<file path="src/rtl/seq_divider.sv">
// Multi-cycle unsigned restoring divider: one quotient bit per clock behind a
// start/busy/done handshake. Quotient/remainder/div_by_zero hold until the next completion.
module seq_divider #(
  parameter int unsigned WIDTH = 8
) (
  input  logic             clk,
  input  logic             reset,
  input  logic             start,
  input  logic [WIDTH-1:0] dividend,
  input  logic [WIDTH-1:0] divisor,
  output logic             busy,
  output logic             done,
  output logic [WIDTH-1:0] quotient,
  output logic [WIDTH-1:0] remainder,
  output logic             div_by_zero
);

  localparam int unsigned CW = (WIDTH > 1) ? $clog2(WIDTH) : 1;

  typedef enum logic [1:0] {
    IDLE = 2'd0,
    RUN  = 2'd1,
    DONE = 2'd2
  } state_t;

  state_t           state, state_next;
  logic [CW-1:0]    count, count_next;
  logic [WIDTH-1:0] q_work, q_next;
  // The partial remainder is always below the divisor, so its top bit is
  // always zero and only WIDTH bits are stored.
  logic [WIDTH-1:0] r_work, r_next;
  logic [WIDTH-1:0] div_reg, div_next;
  logic [WIDTH-1:0] quot_next, rem_next;
  logic             dbz_next;
  logic [WIDTH:0]   rs, diff;
  logic [WIDTH-1:0] q_step, r_step;

  // Next-state, iteration datapath and result capture
  always_comb begin
    state_next = state;
    count_next = count;
    q_next     = q_work;
    r_next     = r_work;
    div_next   = div_reg;
    quot_next  = quotient;
    rem_next   = remainder;
    dbz_next   = div_by_zero;

    rs     = {r_work, q_work[WIDTH-1]};
    diff   = rs - {1'b0, div_reg};
    q_step = {q_work[WIDTH-2:0], ~diff[WIDTH]};
    r_step = diff[WIDTH] ? rs[WIDTH-1:0] : diff[WIDTH-1:0];

    case (state)
      IDLE, DONE: begin
        state_next = IDLE;
        if (start) begin
          if (divisor != '0) begin
            div_next   = divisor;
            q_next     = dividend;
            r_next     = '0;
            count_next = '0;
            state_next = RUN;
          end else begin
            quot_next  = '1;
            rem_next   = dividend;
            dbz_next   = 1'b1;
            state_next = DONE;
          end
        end
      end
      RUN: begin
        q_next     = q_step;
        r_next     = r_step;
        count_next = count + CW'(1);
        if (count == CW'(WIDTH - 1)) begin
          quot_next  = q_step;
          rem_next   = r_step;
          dbz_next   = 1'b0;
          state_next = DONE;
        end
      end
      default: state_next = IDLE;
    endcase
  end

  // State, working registers and registered outputs
  always_ff @(posedge clk) begin
    if (reset) begin
      state       <= IDLE;
      count       <= '0;
      q_work      <= '0;
      r_work      <= '0;
      div_reg     <= '0;
      quotient    <= '0;
      remainder   <= '0;
      div_by_zero <= 1'b0;
      busy        <= 1'b0;
      done        <= 1'b0;
    end else begin
      state       <= state_next;
      count       <= count_next;
      q_work      <= q_next;
      r_work      <= r_next;
      div_reg     <= div_next;
      quotient    <= quot_next;
      remainder   <= rem_next;
      div_by_zero <= dbz_next;
      busy        <= (state_next == RUN);
      done        <= (state_next == DONE);
    end
  end

endmodule

</file>
<file path="config.mk">
export PLATFORM = sky130hd
export DESIGN_NAME = seq_divider
export DESIGN_NICKNAME = d
export VERILOG_FILES = /design/src/rtl/seq_divider.sv
export SDC_FILE = /design/constraint.sdc
export NUM_CORES = 1
export LEC_CHECK = 0
export ABC_AREA = 1
export BUFFER_PORTS_ARGS = -buffer_cell sky130_fd_sc_hd__buf_2
export CORE_MARGIN = 3
export CORE_UTILIZATION = 45
export DETAILED_ROUTE_END_ITERATION = 12
export GPL_TIMING_DRIVEN = 0
export HOLD_SLACK_MARGIN = 0.05
export PLACE_DENSITY_LB_ADDON = 0.12
export SYNTH_ARGS = -nofsm -noshare
export SYNTH_HDL_FRONTEND = slang
export SYNTH_SLANG_ARGS = --single-unit
</file>
<file path="constraint.sdc">
create_clock -name clk -period 1.7 [get_ports clk]
set_input_delay 0.17 -clock clk [delete_from_list [all_inputs] [get_ports clk]]
set_output_delay 0.17 -clock clk [all_outputs]
set_load 0.05 [all_outputs]
</file>
==> reports/results.ini, run 1 <==
[timing]
worst_pin_slew_ns = 0.4510
timing.setup.tns_ns = -2.672
final_critical_path_setup_slack_ns = -0.1812
max_clock_freq_mhz = 531.6
max-slew-margin-rel_pct = 69.93
worst_clock_skew_ns = 0.007831
finalSetupViolations = 18
min_period_ns = 1.881
timing_hold_violations_final = 0
finalCritPeriodShare_pct = 110.7
finalMaxSlewViolations = 0
setup_repair_after_global_routing_missed_its_margin = yes

[synth]
synthArstFlopShare_pct = 0
synth_nets = 382
synthDominantAreaCellType = dfxtp_1
yosys-top-cells-area = dfxtp_1, nand2_1, inv_1
ys_seq_area_share_pct = 36.87
syn_avg_cell_area_um2 = 7.404
post_synth_instance_area_um2 = 2606
ys_warn_count = 0
synthesis.instances = 352
yosys_register_bits = 48
synth_largest_type_area_fraction_pct = 36.87
number_of_enable_flip_flop_cells_after_synthesis = 0
yosys_most_used_dff = dfxtp_1
yosys.cell_types.count = 30

[worst_setup_path]
crit_path_category = reg -> reg
worstSetupStartpointType = flop
setup.worst_path.end_class = flop
worst-endpoint-required_ns = 1.92
cp.arrival_ns = 2.10
worst_r2r_path_depth = 12
maximum_fanout_along_the_worst_path = 5

[detailed_routing]
drt_iter0_drc = 117
ant_nets = 0
first_pass_iters = 4
post_drt_via_cell_ratio = 4.962
drt_drc_violations_left = 0
num_vias = 2362
wire_per_inst_um = 14.11
postRouteWirelength_um = 6718

[layout]
antenna-diode-count = 0
layout-drive-gt1-share_pct = 31.44
post-route-cell-area_um2 = 3341
area_delta_synth_final_pct = 28.18
fill_cells = 526
final_util_pct = 60.30
layout.nets = 433

[outcome]
outcome = finished with violations
failed_checks = negative setup slack

[grt]
grt_usage_pct = 21.45
grt_antenna_before_repair = 0
global_route_wire_length_before_repair_um = 10810
gr-total-overflow = 0
pin_count_of_the_biggest_net_entering_global_routing = 15
via_count_of_the_first_global_routing_pass = 2292

[cts]
htree_levels = 2
tritoncts_num_sinks = 48
clockBufferDepth = 2
clock_tree_from_tritoncts = done
holdBufCountCts = 0
cts_made_buffers = 5
clkSlewWorstSetupHoldPaths_ns = 0.09
root_buffer = clkbuf_8
insertion_delay_ns = 0.30

[placement]
dp_hpwl_um = 4597
place.gp.congestion = 0.8617
pre_cts_ws_ns = -0.2105
port-buffer-count = 37
postPlaceCellArea_um2 = 2884

[die]
start_util_pct = 47.04
die_area_um2 = 6740
io-pin-count = 38
die_w_um = 82.10
rows = 27
core_area_um2 = 5540
chipHeight_um = 82.10

[job]
drv_cap = 0

[worst_hold_path]
timing.hold.worst.class = in -> reg
hold_critical_path_depth = 3

[pwr]
cell_area_power_density_nw_per_um2 = 892.0
p_leak_uw = 0.001689
ir_worst_vdd_uv = 471.8

[synth_stat cells (3+ instances only)]
cell type,number
clkbuf_1,3
a21boi_1,6
o221ai_1,3
nand2_1,83
o221a_2,4
buf_2,6
ha_1,10
dfxtp_1,48
o21ai_0,23
a31oi_1,8
nand3_2,17
buf_4,5
nor2_1,10
nand2_4,3
nand3_1,24
inv_1,60
a21oi_1,16
nand2_2,6
[critical path: stages, from the launching register on]
cell	delay, ns
dfxtp_1	0.46
ha_1	0.34
nand2_2	0.11
inv_1	0.07
a21oi_4	0.14
buf_12	0.14
nand2_8	0.07
nand2_8	0.09
nand2_4	0.08
nand3_2	0.09
nand3_2	0.09
nand2_1	0.08
inv_1	0.03
[layer usage]
metal	vias to the layer above	global-route usage, %	wire (um)
met5	-	0	0
met4	0	8.970	136
met3	10	3.145	213
met2	40	37.64	3396
met1	1075	26.11	2971
li1	1237	-	-
[worst paths after layout]
check / end / startpoint / slack, ns
worst max-delay path: remainder[5]$_SDFFE_PP0P_ / r_work[5]$_SDFFE_PP0P_ / -0.18
worst min-delay path: div_reg[0]$_SDFFE_PP0P_ / divisor[0] / 0.11
worst max register to register: remainder[5]$_SDFFE_PP0P_ / r_work[5]$_SDFFE_PP0P_ / -0.18
worst min register to register: count[0]$_SDFFE_PP0P_ / count[0]$_SDFFE_PP0P_ / 0.46
[cells in the final DEF, fill, tap and decap left out, drive strengths merged, types with 3 or more instances in the layout]
cell type and count:
a21boi 7, a21oi 17, a31oi 8, buf 52, clkbuf 12, dfxtp 48
ha 10, inv 63, nand2 94, nand3 41, nor2 14, o21ai 23
o221a 4, o221ai 3
[repair_timing]
| action | 4_1_cts | 5_1_grt |
|---|---|---|
| cloned | 1 | 1 |
| pin swaps | 28 | 11 |
| gates resized for setup | 40 | 15 |
| buffers inserted | 3 | 2 |
| endpoints found under the setup margin | 18 | 25 |
[through the flow]
| stage | hold slack [ns] | cells | total power, uW |
|---|---|---|---|
| floorplan | 0.3049 | 352 | 1804 |
| global placement | 0.4234 | 461 | 1947 |
| detailed placement | 0.4308 | 461 | 1958 |
| CTS | 0.1121 | 473 | 2839 |
| global route | 0.1310 | 476 | 3136 |
| finish | 0.1138 | 476 | 2980 |
[final cells by class]
cell class | instances | area (um^2) | area share [%]
tap | 72 | 90.09 | 2.697
sequential | 48 | 964.7 | 28.88
inverter | 63 | 241.5 | 7.228
multi-input combinational | 228 | 1629 | 48.76
clock buffer | 7 | 76.32 | 2.285
timing repair buffer | 42 | 235.2 | 7.041
buffer | 15 | 95.09 | 2.846
clock inverter | 1 | 8.758 | 0.2622
[power breakdown]
group	leakage, uW	total [uW]	internal, uW	switching [uW]
clock network	0.0000424	677	294	382
registers	0.000392	1240	1180	52.8
logic	0.00125	1070	389	677
total	0.00169	2980	1870	1110
[kinds of logic (layout without fill, tap and decap cells)]
kind of cell / count (synthesis) / count (layout) / synth area share (%)
DFF: 48 / 48 / 36.87
buffers and inverters: 78 / 128 / 12.63
AOI/OAI and AO/OA: 64 / 64 / 15.07
adders and majority gates: 11 / 11 / 5.569
xor gates and xnor gates: 3 / 3 / 1.008
and+or+nand+nor: 148 / 150 / 28.85
Power figures use the tool's default switching activity.
==> run 2, diff against run 1 <==
--- a/config.mk
+++ b/config.mk
@@ -13,6 +13,7 @@
 export GPL_TIMING_DRIVEN = 0
 export HOLD_SLACK_MARGIN = 0.05
 export PLACE_DENSITY_LB_ADDON = 0.12
+export RECOVER_POWER = 50
 export SYNTH_ARGS = -nofsm -noshare
 export SYNTH_HDL_FRONTEND = slang
 export SYNTH_SLANG_ARGS = --single-unit
==> run 2 against run 1 <==
Against the previous run: the flow still finishes with violations (negative setup slack); clock-buffer cell count unchanged; sequential cell count unchanged; setup slack worse by 0.00070 ns; sequential power about the same; critical path type unchanged; clock power up 1%; die area unchanged; first-iteration DRC count down 5.1%; total power up 0.17%; combinational power about the same; maximum frequency about the same; final cell count unchanged; highest routed layer unchanged; sequential share of layout area up 0.29 points.
==> reports/results.ini, run 2 (synthesis gave the netlist of run 1 again) <==
[cts]
cts_made_buffers = 5
htree_levels = 2
clock_tree_from_tritoncts = done
insertion_delay_ns = 0.31
holdBufCountCts = 0
clkSlewWorstSetupHoldPaths_ns = 0.09
tritoncts_num_sinks = 48
clockBufferDepth = 2
root_buffer = clkbuf_8

[detailed_routing]
drt_iter0_drc = 111
drt_drc_violations_left = 0
post_drt_via_cell_ratio = 4.977
wire_per_inst_um = 14.17
num_vias = 2369
first_pass_iters = 4
postRouteWirelength_um = 6743
ant_nets = 0

[pwr]
power_uw = 2985
ir_worst_vdd_uv = 470.0
cell_area_power_density_nw_per_um2 = 902.6
p_leak_uw = 0.001599

[layout]
count_of_non_filler_cells_in_the_finished_layout = 476
layout.cells.most_common = nand2_1
post-route-cell-area_um2 = 3307
layout.nets = 433
layout-drive-gt1-share_pct = 26.24
final_util_pct = 59.69
antenna-diode-count = 0
area_delta_synth_final_pct = 26.88
fill_cells = 542
layout.cells.most_common_list = nand2_1, inv_1, dfxtp_1

[worst_setup_path]
regToRegStartpoint = r_work[5]$_SDFFE_PP0P_
timing.rr.end = remainder[5]$_SDFFE_PP0P_
worst_r2r_path_depth = 12
setup.worst_path.end_class = flop
worstSetupStartpointType = flop
crit_path_category = reg -> reg
r2r_setup_slack_ns = -0.18
worst-endpoint-required_ns = 1.92
maximum_fanout_along_the_worst_path = 5
cp.arrival_ns = 2.10

[grt]
gr-total-overflow = 0
grt_usage_pct = 21.45
global_route_wire_length_before_repair_um = 10810
grt_antenna_before_repair = 0
pin_count_of_the_biggest_net_entering_global_routing = 15
via_count_of_the_first_global_routing_pass = 2292

[placement]
numPlacedInstances = 461
port-buffer-count = 37
postPlaceCellArea_um2 = 2884
place.gp.congestion = 0.8617
dp_hpwl_um = 4597

[worst_hold_path]
min_from = divisor[0]
hold_critical_path_depth = 3
timing.hold.worst.class = in -> reg
whs_endpoint = div_reg[0]$_SDFFE_PP0P_

[timing]
timing.setup.tns_ns = -2.684
setup_repair_after_global_routing_missed_its_margin = yes
min_period_ns = 1.882
worst_clock_skew_ns = 0.009441
worst_pin_slew_ns = 0.5980
final_critical_path_setup_slack_ns = -0.1819
max_clock_freq_mhz = 531.4
max-slew-margin-rel_pct = 60.30
timing_hold_violations_final = 0
finalMaxSlewViolations = 0
finalCritPeriodShare_pct = 110.7
finalSetupViolations = 18

[outcome]
failed_checks = negative setup slack
outcome = finished with violations

[job]
drv_cap = 0

[die]
io-pin-count = 38
rows = 27
start_util_pct = 47.04
chipHeight_um = 82.10
die_w_um = 82.10
core_area_um2 = 5540
die_area_um2 = 6740

-- run 2: how the worst max path moves through the flow --
stage | end | from | slack (ns) | depth (start not counted)
floorplan | remainder[7]$_SDFFE_PP0P_ | q_work[7]$_SDFFE_PP0P_ | 0.02 | 14
global placement | remainder[7]$_SDFFE_PP0P_ | q_work[7]$_SDFFE_PP0P_ | -0.18 | 13
detailed placement | remainder[7]$_SDFFE_PP0P_ | q_work[7]$_SDFFE_PP0P_ | -0.21 | 13
CTS | remainder[5]$_SDFFE_PP0P_ | q_work[7]$_SDFFE_PP0P_ | -0.16 | 14
global route | remainder[5]$_SDFFE_PP0P_ | r_work[5]$_SDFFE_PP0P_ | -0.27 | 11
finish | remainder[5]$_SDFFE_PP0P_ | r_work[5]$_SDFFE_PP0P_ | -0.18 | 12
-- run 2: through the flow --
step,worst slack [ns],hold WS [ns]
2_1_floorplan,0.01817,0.3049
6_report,-0.1819,0.1104
4_1_cts,-0.1577,0.1121
3_5_place_dp,-0.2105,0.4308
3_3_place_gp,-0.1842,0.4234
5_1_grt,-0.2731,0.1310
-- run 2: metal layers --
metal / routed length [um] / global-route usage, % / vias up / part of all wire [%]
met2: 3410 / 37.64 / 37 / 51
met5: 0 / 0 / - / 0
met1: 2985 / 26.11 / 1083 / 44
met4: 137 / 8.970 / 0 / 2.0
li1: - / - / 1239 / -
met3: 210 / 3.145 / 10 / 3.1
-- run 2: report_power, final --
part | switching, uW | leakage [uW] | internal [uW]
combinational | 676 | 0.00116 | 386
sequential | 52.8 | 0.000392 | 1180
clock | 391 | 0.0000424 | 295
-- run 2: cell type report --
class	count	area (um^2)	share of cell area (%)
plain buffers	15	93.84	2.838
clock buffers	7	76.32	2.308
clock inverters	1	8.758	0.2649
inverters	63	240.2	7.264
multi-input cells	228	1622	49.04
flip-flops and latches	48	964.7	29.17
well taps	72	90.09	2.724
repair buffers	42	211.5	6.394
-- run 2: repair_timing --
item / in CTS / in global routing
endpoints found under the setup margin: 18 / 25
resized for setup: 40 / 15
pin swaps: 28 / 11
setup buffers: 3 / 2
gates cloned: 1 / 1
-- run 2: critical path: stages, from the launching register on --
cell and delay (ns):
dfxtp_1 0.46, ha_1 0.34, nand2_2 0.11, inv_1 0.07, a21oi_4 0.14, buf_12 0.14
nand2_8 0.07, nand2_8 0.09, nand2_4 0.09, nand3_2 0.09, nand3_2 0.09, nand2_1 0.08
inv_1 0.03
